[src/rtl/ime_mv_fetch_pkg.sv]
// Shared encoder defines for the IME MV fetch slice: block count, MV word width,
// FSM encoding and the z-scan to raster address mapping.
package ime_mv_fetch_pkg;

   localparam int BLK_NUM   = 64;
   localparam int MV_WORD_W = 13;
   localparam int IDX_W     = 6;

   typedef enum logic [1:0] {
      S_IDLE,
      S_RUN,
      S_DRAIN
   } fetch_state_t;

   // De-interleave z-scan bits: odd bits form blk_y, even bits form blk_x.
   function automatic logic [IDX_W-1:0] z_to_raster(input logic [IDX_W-1:0] z);
      return {z[5], z[3], z[1], z[4], z[2], z[0]};
   endfunction

endpackage

[src/rtl/ime_mv_fifo_2.sv]
// Two-entry FIFO holding formatted MV entries between the RAM read stage and FME.
module ime_mv_fifo_2 #(
   parameter int W = 8
) (
   input  logic         clk,
   input  logic         rst,
   input  logic         push,
   input  logic         pop,
   input  logic [W-1:0] din,
   output logic [W-1:0] dout,
   output logic [1:0]   count
);

   logic [W-1:0] mem [2];
   logic         wr_ptr;
   logic         rd_ptr;

   always_ff @(posedge clk or posedge rst) begin
      if (rst) begin
         for (int unsigned i = 0; i < 2; i++) mem[i] <= '0;
         wr_ptr <= 1'b0;
         rd_ptr <= 1'b0;
         count  <= '0;
      end else begin
         if (push) begin
            mem[wr_ptr] <= din;
            wr_ptr      <= ~wr_ptr;
         end
         if (pop) rd_ptr <= ~rd_ptr;
         case ({push, pop})
            2'b10:   count <= count + 2'd1;
            2'b01:   count <= count - 2'd1;
            default: count <= count;
         endcase
      end
   end

   // Head entry is held until popped, keeping outputs stable during a stall.
   assign dout = mem[rd_ptr];

endmodule

[src/rtl/ime_mv_fetch.sv]
// Fetches one 64x64 CTU of integer-pel MVs from the MV RAM in z-scan order,
// converts them to quarter-pel and hands them to FME through a 2-entry FIFO.
module ime_mv_fetch
   import ime_mv_fetch_pkg::*;
#(
   parameter int MVX_W = 7,
   parameter int MVY_W = 6
) (
   input  logic                   clk,
   input  logic                   rst,
   input  logic                   start_i,
   output logic                   busy_o,
   output logic                   done_o,
   output logic [IDX_W-1:0]       adr_o,
   output logic                   rd_ena_o,
   input  logic [MV_WORD_W-1:0]   rd_dat_i,
   output logic                   mv_val_o,
   input  logic                   mv_rdy_i,
   output logic [IDX_W-1:0]       mv_idx_o,
   output logic signed [MVX_W+1:0] mv_x_o,
   output logic signed [MVY_W+1:0] mv_y_o,
   output logic                   mv_last_o
);

   localparam int ENT_W = IDX_W + (MVX_W + 2) + (MVY_W + 2) + 1;

   fetch_state_t     state, state_nxt;
   logic [IDX_W-1:0] rd_idx;
   logic [IDX_W-1:0] cap_idx;
   logic [IDX_W-1:0] adr_hold;
   logic             in_flight;
   logic             issue;
   logic             pop;
   logic             done_q;
   logic [1:0]       fifo_count;
   logic [2:0]       occ;
   logic [ENT_W-1:0] fifo_din;
   logic [ENT_W-1:0] fifo_dout;

   assign pop      = mv_val_o & mv_rdy_i;
   assign mv_val_o = (fifo_count != 2'd0);
   // Slots already committed after this cycle's pop; a new read may only claim a free one.
   assign occ      = {1'b0, fifo_count} + {2'b00, in_flight} - {2'b00, pop};

   always_comb begin
      state_nxt = state;
      issue     = 1'b0;
      case (state)
         S_IDLE: begin
            if (start_i) state_nxt = S_RUN;
         end
         S_RUN: begin
            if (occ < 3'd2) begin
               issue = 1'b1;
               if (rd_idx == IDX_W'(BLK_NUM - 1)) state_nxt = S_DRAIN;
            end
         end
         S_DRAIN: begin
            if (pop && mv_last_o) state_nxt = S_IDLE;
         end
         default: state_nxt = S_IDLE;
      endcase
   end

   always_ff @(posedge clk or posedge rst) begin
      if (rst) begin
         state     <= S_IDLE;
         rd_idx    <= '0;
         cap_idx   <= '0;
         adr_hold  <= '0;
         in_flight <= 1'b0;
         done_q    <= 1'b0;
      end else begin
         state     <= state_nxt;
         in_flight <= issue;
         adr_hold  <= adr_o;
         done_q    <= (state == S_DRAIN) && pop && mv_last_o;
         if (issue) begin
            rd_idx  <= rd_idx + 1'b1;
            cap_idx <= rd_idx;
         end
      end
   end

   assign rd_ena_o = ~issue;
   assign adr_o    = issue ? z_to_raster(rd_idx) : adr_hold;
   assign busy_o   = (state != S_IDLE);
   assign done_o   = done_q;

   assign fifo_din = {cap_idx,
                      rd_dat_i[MV_WORD_W-1:MVY_W], 2'b00,
                      rd_dat_i[MVY_W-1:0], 2'b00,
                      (cap_idx == IDX_W'(BLK_NUM - 1))};

   ime_mv_fifo_2 #(
      .W (ENT_W)
   ) u_fifo (
      .clk   (clk),
      .rst   (rst),
      .push  (in_flight),
      .pop   (pop),
      .din   (fifo_din),
      .dout  (fifo_dout),
      .count (fifo_count)
   );

   assign {mv_idx_o, mv_x_o, mv_y_o, mv_last_o} = fifo_dout;

endmodule

[config.mk]
export PLATFORM = sky130hd
export DESIGN_NAME = ime_mv_fetch
export DESIGN_NICKNAME = d
export VERILOG_FILES = /design/src/rtl/ime_mv_fetch_pkg.sv /design/src/rtl/ime_mv_fifo_2.sv /design/src/rtl/ime_mv_fetch.sv
export SDC_FILE = /design/constraint.sdc
export NUM_CORES = 1
export LEC_CHECK = 0
export BUFFER_PORTS_ARGS = -buffer_cell sky130_fd_sc_hd__buf_2
export CORE_MARGIN = 5
export CORE_UTILIZATION = 63
export CTS_BUF_LIST = sky130_fd_sc_hd__clkbuf_2
export CTS_CLUSTER_DIAMETER = 80
export DETAILED_ROUTE_END_ITERATION = 16
export GPL_TIMING_DRIVEN = 1
export PLACE_DENSITY = 0.85
export SLEW_MARGIN = 20
export SYNTH_ARGS = -nofsm -noshare
export SYNTH_HDL_FRONTEND = slang
export SYNTH_HIERARCHICAL = 1
export SYNTH_SLANG_ARGS = --single-unit
export TNS_END_PERCENT = 50
[constraint.sdc]
create_clock -name clk -period 5.1 [get_ports clk]
set_input_delay 0.765 -clock clk [delete_from_list [all_inputs] [get_ports clk]]
set_output_delay 0.765 -clock clk [all_outputs]
set_load 0.02 [all_outputs]
# [Word-level counts from Yosys, hierarchy flattened]
# Index checks and enable logic that the tools add are counted.
[op_classes] addsub=5 order_cmp=4 n_eq_ne=10 mux=15 bitwise_logic=6 n_reduce_logical=9
[ops] cell="two-way mux 24 bit" n=4
[ops] cell="bitwise mux 48 bit" n=1
[ops] cell="demux 24 bit (select 1 bit)" n=1
[ops] cell="equality test 6 bit, second input constant" n=2
[ops] cell="two-way mux 2 bit" n=4
[ops] cell="!= test 2 bit, second input constant" n=4
[ops] cell="adder 6 x 1 -> 6 bit, second input constant" n=1
[ops] cell="two-way mux 6 bit" n=1
[ops] cell="one-hot mux 2 bit (3 select lines)" n=1
[ops] cell="nonzero test 2 bit" n=3
[ops] cell="equality test 2 x 1 -> 1 bit, second input constant" n=2
[ops] cell="equality test 2 bit, second input constant" n=2
[ops] cell=">= comparator 2 bit, second input constant" n=2
[ops] cell="logical AND 1 bit" n=4
[ops] cell="inverter 1 -> 2 bit" n=2
[ops] cell="one-hot mux 2 bit (2 select lines)" n=1
[ops] cell="AND reduction 4 bit" n=1
[ops] cell="adder 2 x 1 -> 3 bit" n=1
[ops] cell="less-than comparator 3 x 2 -> 1 bit, second input constant" n=1
[ops] cell="inverter 1 bit" n=3
[ops] cell="subtractor 3 x 1 -> 3 bit" n=1
[ops] cell="adder 2 x 1 -> 2 bit, second input constant" n=1
[ops] cell="logical NOT 2 bit" n=1
[ops] cell="less-than comparator 2 x 1 -> 1 bit, second input constant" n=1
[ops] cell="3 further kinds" n=4
[totals] ff_bits=74 out_inout_bits=34

# [Depth between registers and ports, before layout]
# Gate-level depths: netlist of run 1.
[logic_depth] depth_word=7 mapped_depth=8 mapped_depth_nobuf=7

# [Hierarchy]
# Netlist of run 1, hierarchy kept.
[modules_own_cells] module="ime_mv_fifo_2" instances=1 cells_each=143 area_each_um2=2356.0 seq_area_each_um2=1301.2
[modules_own_cells] module="ime_mv_fetch" instances=1 cells_each=76 area_each_um2=998.5 seq_area_each_um2=550.5

# [Worst setup path before layout of run 1]
# No wires, ideal clock.
[synth_timing] kind="input to output" start="in mv_rdy_i" end="out adr_o[1]" t_arrival_ns=2.715 t_required_ns=4.335 path_slack_ns=1.620 stages=8 n_path_buf=1 cell_sequence="o21a_1 nor2b_1 o21ai_0 fa_1 nand3b_1 nor2_4 buf_6 mux2_4"
[synth_between] elab_chain_len=6
[synth_rtl] item="start: declaration" line_no="ime_mv_fetch.sv:18" source="input logic mv_rdy_i,"
[synth_rtl] item="bitwise AND 1 bit" line_no="ime_mv_fetch.sv:40" source="assign pop = mv_val_o & mv_rdy_i;"
[synth_rtl] item="subtractor 3 x 1 -> 3 bit" line_no="ime_mv_fetch.sv:43" source="assign occ = {1'b0, fifo_count} + {2'b00, in_flight} - {2'b00, pop};"
[synth_rtl] item="less-than comparator 3 x 2 -> 1 bit" line_no="ime_mv_fetch.sv:53" source="if (occ < 3'd2) begin"
[synth_rtl] item="two-way mux 1 bit" line_no="ime_mv_fetch.sv:53"
[synth_rtl] item="two-way mux 1 bit" line_no="ime_mv_fetch.sv:48" source="case (state)"
[synth_rtl] item="named net issue" line_no="ime_mv_fetch.sv:32" source="logic issue;"
[synth_rtl] item="two-way mux 6 bit" line_no="ime_mv_fetch.sv:86" source="assign adr_o = issue ? z_to_raster(rd_idx) : adr_hold;"
[synth_rtl] item="end: declaration" line_no="ime_mv_fetch.sv:14" source="output logic [IDX_W-1:0] adr_o,"
# The timed path passes the listed nets, and every way through them passes these cells.

# [Worst setup path after layout of run 1]
[layout_timing] start="reg u_fifo.count[1]" end="out adr_o[0]"
[layout_between] elab_chain_len=7
[layout_rtl] item="start: declaration" line_no="ime_mv_fifo_2.sv:11" source="output logic [1:0] count"
[layout_rtl] item="start signal: assignment" line_no="ime_mv_fifo_2.sv:31" source="2'b10: count <= count + 2'd1;"
[layout_rtl] item="start signal: assignment" line_no="ime_mv_fifo_2.sv:32" source="2'b01: count <= count - 2'd1;"
[layout_rtl] item="start signal: assignment" line_no="ime_mv_fifo_2.sv:33" source="default: count <= count;"
[layout_rtl] item="nonzero test 2 bit" line_no="ime_mv_fetch.sv:41" source="assign mv_val_o = (fifo_count != 2'd0);"
[layout_rtl] item="bitwise AND 1 bit" line_no="ime_mv_fetch.sv:40"
[layout_rtl] item="named net pop" line_no="ime_mv_fetch.sv:33" source="logic pop;"
[layout_rtl] item="subtractor 3 x 1 -> 3 bit" line_no="ime_mv_fetch.sv:43"
[layout_rtl] item="less-than comparator 3 x 2 -> 1 bit" line_no="ime_mv_fetch.sv:53"
[layout_rtl] item="two-way mux 1 bit" line_no="ime_mv_fetch.sv:53"
[layout_rtl] item="two-way mux 1 bit" line_no="ime_mv_fetch.sv:48"
[layout_rtl] item="two-way mux 6 bit" line_no="ime_mv_fetch.sv:86"
# The timed path passes the listed nets, and every way through them passes these cells.

==> reports/qor.yml, run 1 <==
status:
  status: "completed"
critical_path:
  start_kind: "flop"
  slowest_stage: "fa_1"
  cp-end-kind: "output port"
  path_max_fanout: 17
  critical_path_class: "reg2out"
  r2r.worst_path.cells: 7
  crit_required_ns: 4.34
  r2r_start: "u_fifo/count[1]"
  slowest_delay_ns: 0.53
  critPathArrivalTime_ns: 3.37
  r2r-end: "adr_hold[5]"
  crit_chain: "o21a_1, nor2b_1, o21ai_0, fa_1, nand3b_1, nor2_4, mux2_2, buf_2"
  r2r_setup_slack_ns: 2.24
drt:
  vias_per_cell: 5.263
  dr_total_vias: 1863
  totalWireLength_microns: 5672
  dr.pass1.iters: 4
  drtIter0Drc: 22
  drc: 0
  antenna_left: 0
  post_drt_wl_per_cell_microns: 16.02
synth:
  post-synth-top-count-cell: "dfrtp_1"
  async_reset_ff_share_pct: 100.0
  yosys_warnings: 6
  synth_area_sq_um: 3354
  synth_largest_area_cell: "dfrtp_1"
  synth_cell_types: 31
  synthFlopType: "dfrtp_1"
  ys_seq_area_share_pct: 55.20
  ys_top_cells_by_count: "dfrtp_1 (74), mux2_2 (59), mux2_4 (26)"
  syn_avg_cell_area_sq_um: 15.32
  syn_inst: 219
  netlist.area_leader.share_pct: 55.20
  ys_seq_elements: 74
  synth_edf_count: 0
  synth.area.top_cells: "dfrtp_1 (55%), mux2_2 (20%), mux2_4 (12%), xor2_1 (2.1%), buf_6 (1.3%)"
final_layout:
  drive_above_1_share_pct: 54.93
  stdcell_count: 354
  multi_input_area_sq_um: 1416
  antenna_cells: 0
  syn_to_final_growth_pct: 10.48
  seqCellArea_sq_um: 1852
  n_fill_cell: 394
  fin_nets: 299
clocking:
  clk_pin_slew_ns: 0.18
  clk_path_buf_depth: 2
  hold_buffers: 0
  cts_tree: "built"
  cts_buffers: 9
  clk_latency_ns: 0.45
  cts_htree_levels: 3
  post_cts_resized: 0
  clock_sinks: 74
  post_cts_buffers: 0
  cts_root_buf: "clkbuf_2"
floorplan:
  dieArea_sq_um: 6884
  core-area_sq_um: 5140
  die_w_microns: 82.97
  die_h_microns: 82.97
  ios: 51
  start_util_pct: 65.26
  rows: 26
timing:
  tightest_slew_ns: 0.8609
  rsz0062_at_grt: "false"
  period_share_pct: 81.13
  timing.hold.ws_ns: 0.4476
  hold_viol: 0
  fin_worst_skew_ns: 0.01536
  setup_viol: 0
  timing.final.max_slew_violations: 0
  tns_ns: 0
  timing.slew.headroom_pct: 42.54
  fin_crit_ns: 4.137
  max_freq_mhz: 241.7
global_routing:
  grt_max_degree: 53
  grt_pass1_vias: 1990
  grt.overflow.total: 0
  grt_pass1_wl_microns: 9763
  grt_antenna_before_repair: 0
  grt_use_total_pct: 17.76
power_and_ir_drop:
  sw_frac_of_total_pct: 39.20
  peakVddDrop_mv: 0.4348
  p_leak_uw: 0.001823
  combPwrFrac_pct: 52.2
  p_per_area_nw_per_um2: 723.8
  netSwitchingPower_uw: 1052
  seq_power_share_pct: 38.8
  clkPwrFrac_pct: 9.0
  intPower_uw: 1631
placed_design:
  port_buffers: 50
  dpl.hpwl_microns: 3873
  dp_cells: 338
  gp_congestion: 0.8839
job:
  timing.max_cap.violations: 0
hold_path:
  hold_class: "in2async"
[stage by stage]
| step | cell area (sq um) | total power, uW | utilization, % | worst slack, ns |
|---|---|---|---|---|
| after global placement | 3628 | 2417 | 70.59 | 1.186 |
| final | 3706 | 2682 | 72.10 | 0.9625 |
| after floorplan | 3381 | 2167 | - | 1.620 |
| after CTS | 3705 | 2718 | 72.08 | 0.8855 |
| after detailed placement | 3628 | 2468 | 70.59 | 1.086 |
| after global routing | 3706 | 2876 | 72.10 | 0.6762 |
[layout make-up]
cell class / instances / area share, %
multi-input cells: 139 / 38.22
well taps: 70 / 2.363
repair buffers: 51 / 6.955
clock inverters: 5 / 0.5739
inverters: 4 / 0.4389
flip-flops and latches: 74 / 49.97
clock buffers: 11 / 1.485
[layer usage]
metal,wire length (microns),global-route usage [%],vias up
met3,217,5.347,6
li1,-,-,877
met1,2577,23.37,941
met5,0,0,-
met4,60,6.686,0
met2,2817,27.84,39
[registers in the layout (all words and copies together), names as in the netlist]
name and cells:
u_fifo/mem 48, cap_idx 6, adr_hold 6, done_o 1, u_fifo/wr_ptr 1, u_fifo/count 2
u_fifo/rd_ptr 1, rd_idx 6, in_flight 1, state 2
[cells by family (layout without fill, tap and decap cells)]
group	Yosys count	in the layout	share of synthesized area, %
mux	85	85	31.44
flops	74	74	55.20
simple gates	28	28	4.625
buf+inv	13	71	3.431
xor+xnor	11	11	3.096
compound gates	4	4	0.7459
fa+ha+maj	3	3	1.343
other cells	1	8	0.1118
[critical path, delay by kind of cell (launching register included)]
family / cells / cell delay [ns]
simple gates: 3 / 0.93
fa+ha+maj: 1 / 0.53
compound gates: 2 / 0.39
buf+inv: 1 / 0.16
mux: 1 / 0.40
flops: 1 / 0.52
[cells in the final DEF, fill, tap and decap left out, types with 2 or more instances in the layout]
master,count
nor3_1,2
nand2_1,5
nand3_1,2
ha_1,2
clkinv_2,3
conb_1,8
nor2b_1,2
nor2_1,5
xor2_1,8
mux2_4,26
clkinv_1,3
clkbuf_2,11
xnor2_1,2
dfrtp_1,74
mux2_2,59
buf_2,50
inv_1,3
or2_2,2
nor4_1,2
[power by group through the flow]
| stage | combinational [uW] | sequential [uW] | clock (uW) |
|---|---|---|---|
| after CTS | 1420 | 1040 | 255 |
| after detailed placement | 1410 | 1060 | 0 |
| after global placement | 1380 | 1040 | 0 |
| final | 1400 | 1040 | 243 |
| after global routing | 1510 | 1070 | 289 |
| after floorplan | 1180 | 983 | 0 |
[how the worst max path moves through the flow]
stage	end	slack [ns]	start	depth (start not counted)
2_1_floorplan	adr_o[1]	1.62	mv_rdy_i	8
3_3_place_gp	adr_o[0]	1.19	mv_rdy_i	9
3_5_place_dp	adr_o[0]	1.09	mv_rdy_i	9
4_1_cts	adr_o[0]	0.89	u_fifo/count[1]	8
5_1_grt	adr_o[0]	0.68	u_fifo/count[1]	8
6_report	adr_o[0]	0.96	u_fifo/count[1]	8
No activity file was read; power rests on OpenSTA's default activity.
==> run 2, diff against run 1 <==
CORE_UTILIZATION = 53   (was 63)
PLACE_DENSITY = 0.76   (was 0.85)
clock period = 3.3 ns   (was 5.1 ns; I/O delays follow)
==> run 2 against run 1 <==
Net effect:
- register-to-register slack got worse by 1.6 ns
- count of clock-buffer cells in the layout shrank 2
- clock skew is 0.0015 ns higher
- sequential share of layout area fell by 3.5 points
- design area rose by 7.6%
- non-clock buffer count increased by 13
- sequential power is 54% higher
- die area is 17% higher
- clock power up 120%
- critical path type unchanged
==> reports/qor.yml, run 2 (synthesis results as in run 1) <==
status:
  status: "completed"
power_and_ir_drop:
  peakVddDrop_mv: 0.9785
  p_leak_uw: 0.001941
  netSwitchingPower_uw: 1771
  clkPwrFrac_pct: 11.4
  design_power_total_uw: 4808
  combPwrFrac_pct: 55.5
  seq_power_share_pct: 33.2
  p_per_area_nw_per_um2: 1206
  intPower_uw: 3037
  sw_frac_of_total_pct: 36.84
clocking:
  clk_path_buf_depth: 2
  clock_sinks: 74
  cts_tree: "built"
  cts_htree_levels: 3
  clk_pin_slew_ns: 0.18
  clk_latency_ns: 0.49
  hold_buffers: 0
  cts_root_buf: "clkbuf_2"
  cts_buffers: 9
critical_path:
  crit_cells: 9
  r2r-end: "cap_idx[0]"
  slowest_stage: "fa_2"
  cp_top_family: "adder cells"
  r2r.worst_path.cells: 11
  critPathArrivalTime_ns: 2.75
  r2r_start: "u_fifo/count[0]"
  startpoint: "u_fifo/count[0]"
  endpoint: "adr_o[4]"
  crit_chain: "o21a_1, nor2b_4, o21ai_2, fa_2, nand3b_1, nor2_4, clkbuf_16, mux2_4, buf_6"
  start_kind: "flop"
  path_buf_inv: 2
  path_max_fanout: 2
  crit_required_ns: 2.80
  slowest_delay_ns: 0.55
  r2r_setup_slack_ns: 0.66
  cp-end-kind: "output port"
  critical_path_class: "reg2out"
final_layout:
  top_register: "u_fifo/mem"
  syn_to_final_growth_pct: 18.87
  antenna_cells: 0
  n_fill_cell: 465
  final_common_cell: "dfrtp_1"
  fin_util_pct: 63.89
  seqCellArea_sq_um: 1853
  multi_input_area_sq_um: 1451
  most-common-layout-cells: "dfrtp_1 (73), mux2_2 (57), buf_2 (43)"
  largest_reg_flops: 48
  fin_nets: 312
  drive_above_1_share_pct: 58.92
hold_path:
  hold_class: "in2async"
timing:
  hold_viol: 0
  max_freq_mhz: 308.5
  timing.final.max_slew_violations: 0
  timing.slew.headroom_pct: 41.70
  tightest_slew_ns: 0.8745
  setup_viol: 0
  rsz0062_at_grt: "true"
  timing.hold.ws_ns: 0.1029
  fin_worst_skew_ns: 0.01681
  period_share_pct: 98.23
  fin_crit_ns: 3.241
global_routing:
  grt_pass1_wl_microns: 9729
  grt_antenna_before_repair: 0
  grt_max_degree: 36
  grt_use_total_pct: 16.32
  grt.overflow.total: 0
  grt_pass1_vias: 1985
drt:
  drc: 0
  drtIter0Drc: 43
  dr.pass1.iters: 4
  antenna_left: 0
  dr_total_vias: 1942
  post_drt_wl_per_cell_microns: 16.05
  totalWireLength_microns: 6004
  vias_per_cell: 5.193
placed_design:
  gp_congestion: 0.8083
  dpl.hpwl_microns: 3875
  port_buffers: 50
floorplan:
  core-area_sq_um: 6241
  dieArea_sq_um: 8020
  ios: 51
  die_h_microns: 89.56
  die_w_microns: 89.56
  rows: 29
  start_util_pct: 53.75
job:
  timing.max_cap.violations: 0
[run 2: cell types whose count changed in the layout (fill, tap and decap cells not counted), sizes merged]
cell	before	now
bufinv	0	2
clkbuf	11	10
clkinv	6	4
clkinvlp	0	1
inv	3	4
buf	51	63
[run 2: through the flow]
stage | worst slack, ns | TNS [ns] | std cells | area (sq um)
after floorplan | 0.3600 | 0 | 226 | 3381
after global placement | 0.1683 | 0 | 348 | 3660
after detailed placement | 0.1491 | 0 | 348 | 3660
after CTS | 0.004176 | 0 | 370 | 3850
after global routing | -0.1348 | -0.8244 | 374 | 3988
final | 0.05852 | 0 | 374 | 3988
[run 2: worst reg2reg max path: cells and delay by family (launching register included)]
family / cells / cell delay [ns]
compound gates: 2 / 0.21
buf+inv: 4 / 0.53
simple gates: 3 / 0.51
fa+ha+maj: 1 / 0.55
mux: 1 / 0.35
flops: 1 / 0.41
[run 2: power by group through the flow]
stage / registers, uW / clock network [uW] / logic (uW)
after floorplan: 1520 / 0 / 1830
after detailed placement: 1630 / 0 / 2200
after CTS: 1590 / 571 / 2370
final: 1600 / 546 / 2670
after global routing: 1650 / 613 / 2860
after global placement: 1610 / 0 / 2170
[run 2: layout make-up]
type	instances	area share, %
Timing Repair Buffer	64	11.04
Tap cell	77	2.416
Clock buffer	9	1.130
Multi-Input combinational cell	139	36.40
Inverter	4	0.4393
Sequential cell	74	46.47
Clock inverter	7	2.102
[run 2: layer usage]
metal  GRT usage [%]  part of all wire [%]
met5               0                     0
met1           21.08                    44
met3           6.912                   5.3
met2           25.40                    49
met4           4.330                   1.1
[run 2: what timing repair did]
item                                    in CTS  in global routing
cloned                                       0                  1
setup buffers                                6                  3
pin swaps                                    1                  4
endpoints found under the setup margin       7                  6
resized for setup                            3                 26
[run 2: worst min-delay path by stage]
stage | to | slack, ns | cells past startpoint
6_report | u_fifo/count[1] | 0.10 | 2
3_3_place_gp | state[0] | 0.48 | 1
3_5_place_dp | adr_hold[3] | 0.48 | 1
2_1_floorplan | state[0] | 0.44 | 1
5_1_grt | u_fifo/count[0] | 0.08 | 2
4_1_cts | u_fifo/count[0] | 0.08 | 2
==> run 3, diff against run 2 <==
--- a/config.mk
+++ b/config.mk
@@ -13,4 +13,5 @@
 export DETAILED_ROUTE_END_ITERATION = 16
 export GPL_TIMING_DRIVEN = 1
+export HOLD_SLACK_MARGIN = 0.06
 export PLACE_DENSITY = 0.76
 export SLEW_MARGIN = 20
==> constraint.sdc (replaced) <==
create_clock -name clk -period 3.3 [get_ports clk]
set_input_delay 0.66 -clock clk [delete_from_list [all_inputs] [get_ports clk]]
set_output_delay 0.66 -clock clk [all_outputs]
set_load 0.02 [all_outputs]
==> run 3 against run 2 <==
Net effect:
- the run now ends with setup timing left
- combinational power increased by 9.4%
- sequential cell count unchanged
- register-to-register slack got worse by 0.57 ns
- sequential power about the same
- cell count increased by 1.9%
- count of clock-buffer cells in the layout unchanged
- largest cell class unchanged
- largest power group unchanged
==> reports/qor.yml, run 3 (synthesis results as in run 1) <==
critical_path:
  r2r_start: "u_fifo/count[0]"
  crit_required_ns: 2.64
  critical_path_class: "reg2out"
  slowest_stage: "fa_1"
  crit_chain: "o21a_1, nor2b_4, buf_6, fa_1, nand3b_1, nor2_4, buf_12, mux2_4, buf_6"
  slowest_delay_ns: 0.52
  start_kind: "flop"
  cp-end-kind: "output port"
  crit_top_cell: "buf_6"
  path_max_fanout: 8
  startpoint: "u_fifo/count[0]"
  critPathArrivalTime_ns: 2.76
drt:
  antenna_left: 0
  drc: 0
  drtIter0Drc: 42
  dr.pass1.iters: 4
  vias_per_cell: 5.192
  totalWireLength_microns: 6427
  post_drt_wl_per_cell_microns: 16.87
  dr_total_vias: 1978
clocking:
  clk_latency_ns: 0.48
  cts_root_buf: "clkbuf_2"
  cts_tree: "built"
  clk_pin_slew_ns: 0.19
  cts_buffers: 9
  hold_buffers: 0
  cts_htree_levels: 3
  clock_sinks: 74
  clk_path_buf_depth: 2
floorplan:
  die_h_microns: 89.56
  start_util_pct: 53.75
  rows: 29
  core-area_sq_um: 6241
  ios: 51
  dieArea_sq_um: 8020
  die_w_microns: 89.56
job:
  timing.max_cap.violations: 0
final_layout:
  syn_to_final_growth_pct: 21.37
  drive_above_1_share_pct: 59.87
  final_common_cell: "dfrtp_1"
  fin_nets: 319
  antenna_cells: 0
  most-common-layout-cells: "dfrtp_1 (73), mux2_2 (57), buf_2 (43)"
  largest_reg_flops: 48
  top_register: "u_fifo/mem"
  n_fill_cell: 480
global_routing:
  grt_antenna_before_repair: 0
  grt_pass1_vias: 2197
  grt_use_total_pct: 17.36
  grt_pass1_wl_microns: 10480
  grt_max_degree: 53
  grt.overflow.total: 0
timing:
  tns_ns: -0.6876
  fin_worst_skew_ns: 0.01781
  worst_slack_ns: -0.1194
  timing.slew.headroom_pct: 39.45
  hold_viol: 0
  max_freq_mhz: 292.4
  rsz0062_at_grt: "true"
  tightest_slew_ns: 0.9082
  timing.final.max_slew_violations: 0
  setup_viol: 6
  fin_crit_ns: 3.419
  period_share_pct: 103.6
status:
  status: "finished with violations"
  violations: "setup timing"
power_and_ir_drop:
  p_leak_uw: 0.001988
  design_power_total_uw: 5048
  peakVddDrop_mv: 0.7896
  p_per_area_nw_per_um2: 1240
placed_design:
  port_buffers: 50
  preCtsSetupSlack_ns: -0.02124
  dpl.hpwl_microns: 3788
  gp_congestion: 0.8349
hold_path:
  hold_class: "in2async"
-- run 3: report_power, final --
group	internal, uW	switching (uW)	total, uW
clock network	242	306	548
logic	1600	1310	2920
registers	1320	265	1580
-- run 3: timing repair --
item	in CTS	in global routing
pin swaps	4	6
gates resized for setup	22	15
gates cloned	0	0
setup buffers	13	2
endpoints found under the setup margin	7	11
-- run 3: through the flow --
| stage | utilization, % | hold WS, ns | instances | cell area, sq um |
|---|---|---|---|---|
| after floorplan | - | 0.4392 | 226 | 3381 |
| after global placement | 59.00 | 0.4683 | 351 | 3682 |
| after detailed placement | 59.00 | 0.4793 | 351 | 3682 |
| after CTS | 64.11 | 0.2937 | 380 | 4001 |
| after global routing | 65.24 | 0.3114 | 381 | 4071 |
| final | 65.24 | 0.3030 | 381 | 4071 |
-- run 3: worst paths after layout --
| kind | endpoint | slack [ns] | cells past startpoint |
|---|---|---|---|
| min in group clk | u_fifo/mem[29] | 0.40 | 2 |
| worst min-delay path | done_o | 0.30 | 2 |
| worst min register to register | u_fifo/mem[19] | 0.53 | 1 |
| max in group asynchronous | u_fifo/count[0] | 2.43 | 2 |
| worst max register to register | rd_idx[3] | 0.09 | 17 |
| worst max-delay path | adr_o[1] | -0.12 | 9 |
-- run 3: worst max-delay path: cells and delay by family (launching register included) --
| kind | cells | cell delay (ns) |
|---|---|---|
| AO/OA/AOI/OAI | 1 | 0.20 |
| adder cells (fa/ha/maj) | 1 | 0.52 |
| buffers and inverters | 3 | 0.38 |
| flip-flops | 1 | 0.45 |
| multiplexers | 1 | 0.32 |
| AND/OR/NAND/NOR | 3 | 0.42 |
-- run 3: metal layers --
metal	vias to the layer above	GRT usage, %	share of wire [%]
met4	0	6.901	1.5
met2	61	28.52	50
met3	9	4.977	5.9
li1	917	-	-
met1	991	21.55	42
met5	-	0	0
-- run 3: layout make-up --
cell class | instances | area (sq um) | share of cell area, %
Timing Repair Buffer | 71 | 505.5 | 12.42
Clock buffer | 9 | 45.04 | 1.106
Inverter | 4 | 16.27 | 0.3995
Sequential cell | 74 | 1853 | 45.51
Clock inverter | 7 | 83.83 | 2.059
Tap cell | 77 | 96.34 | 2.366
Multi-Input combinational cell | 139 | 1471 | 36.14
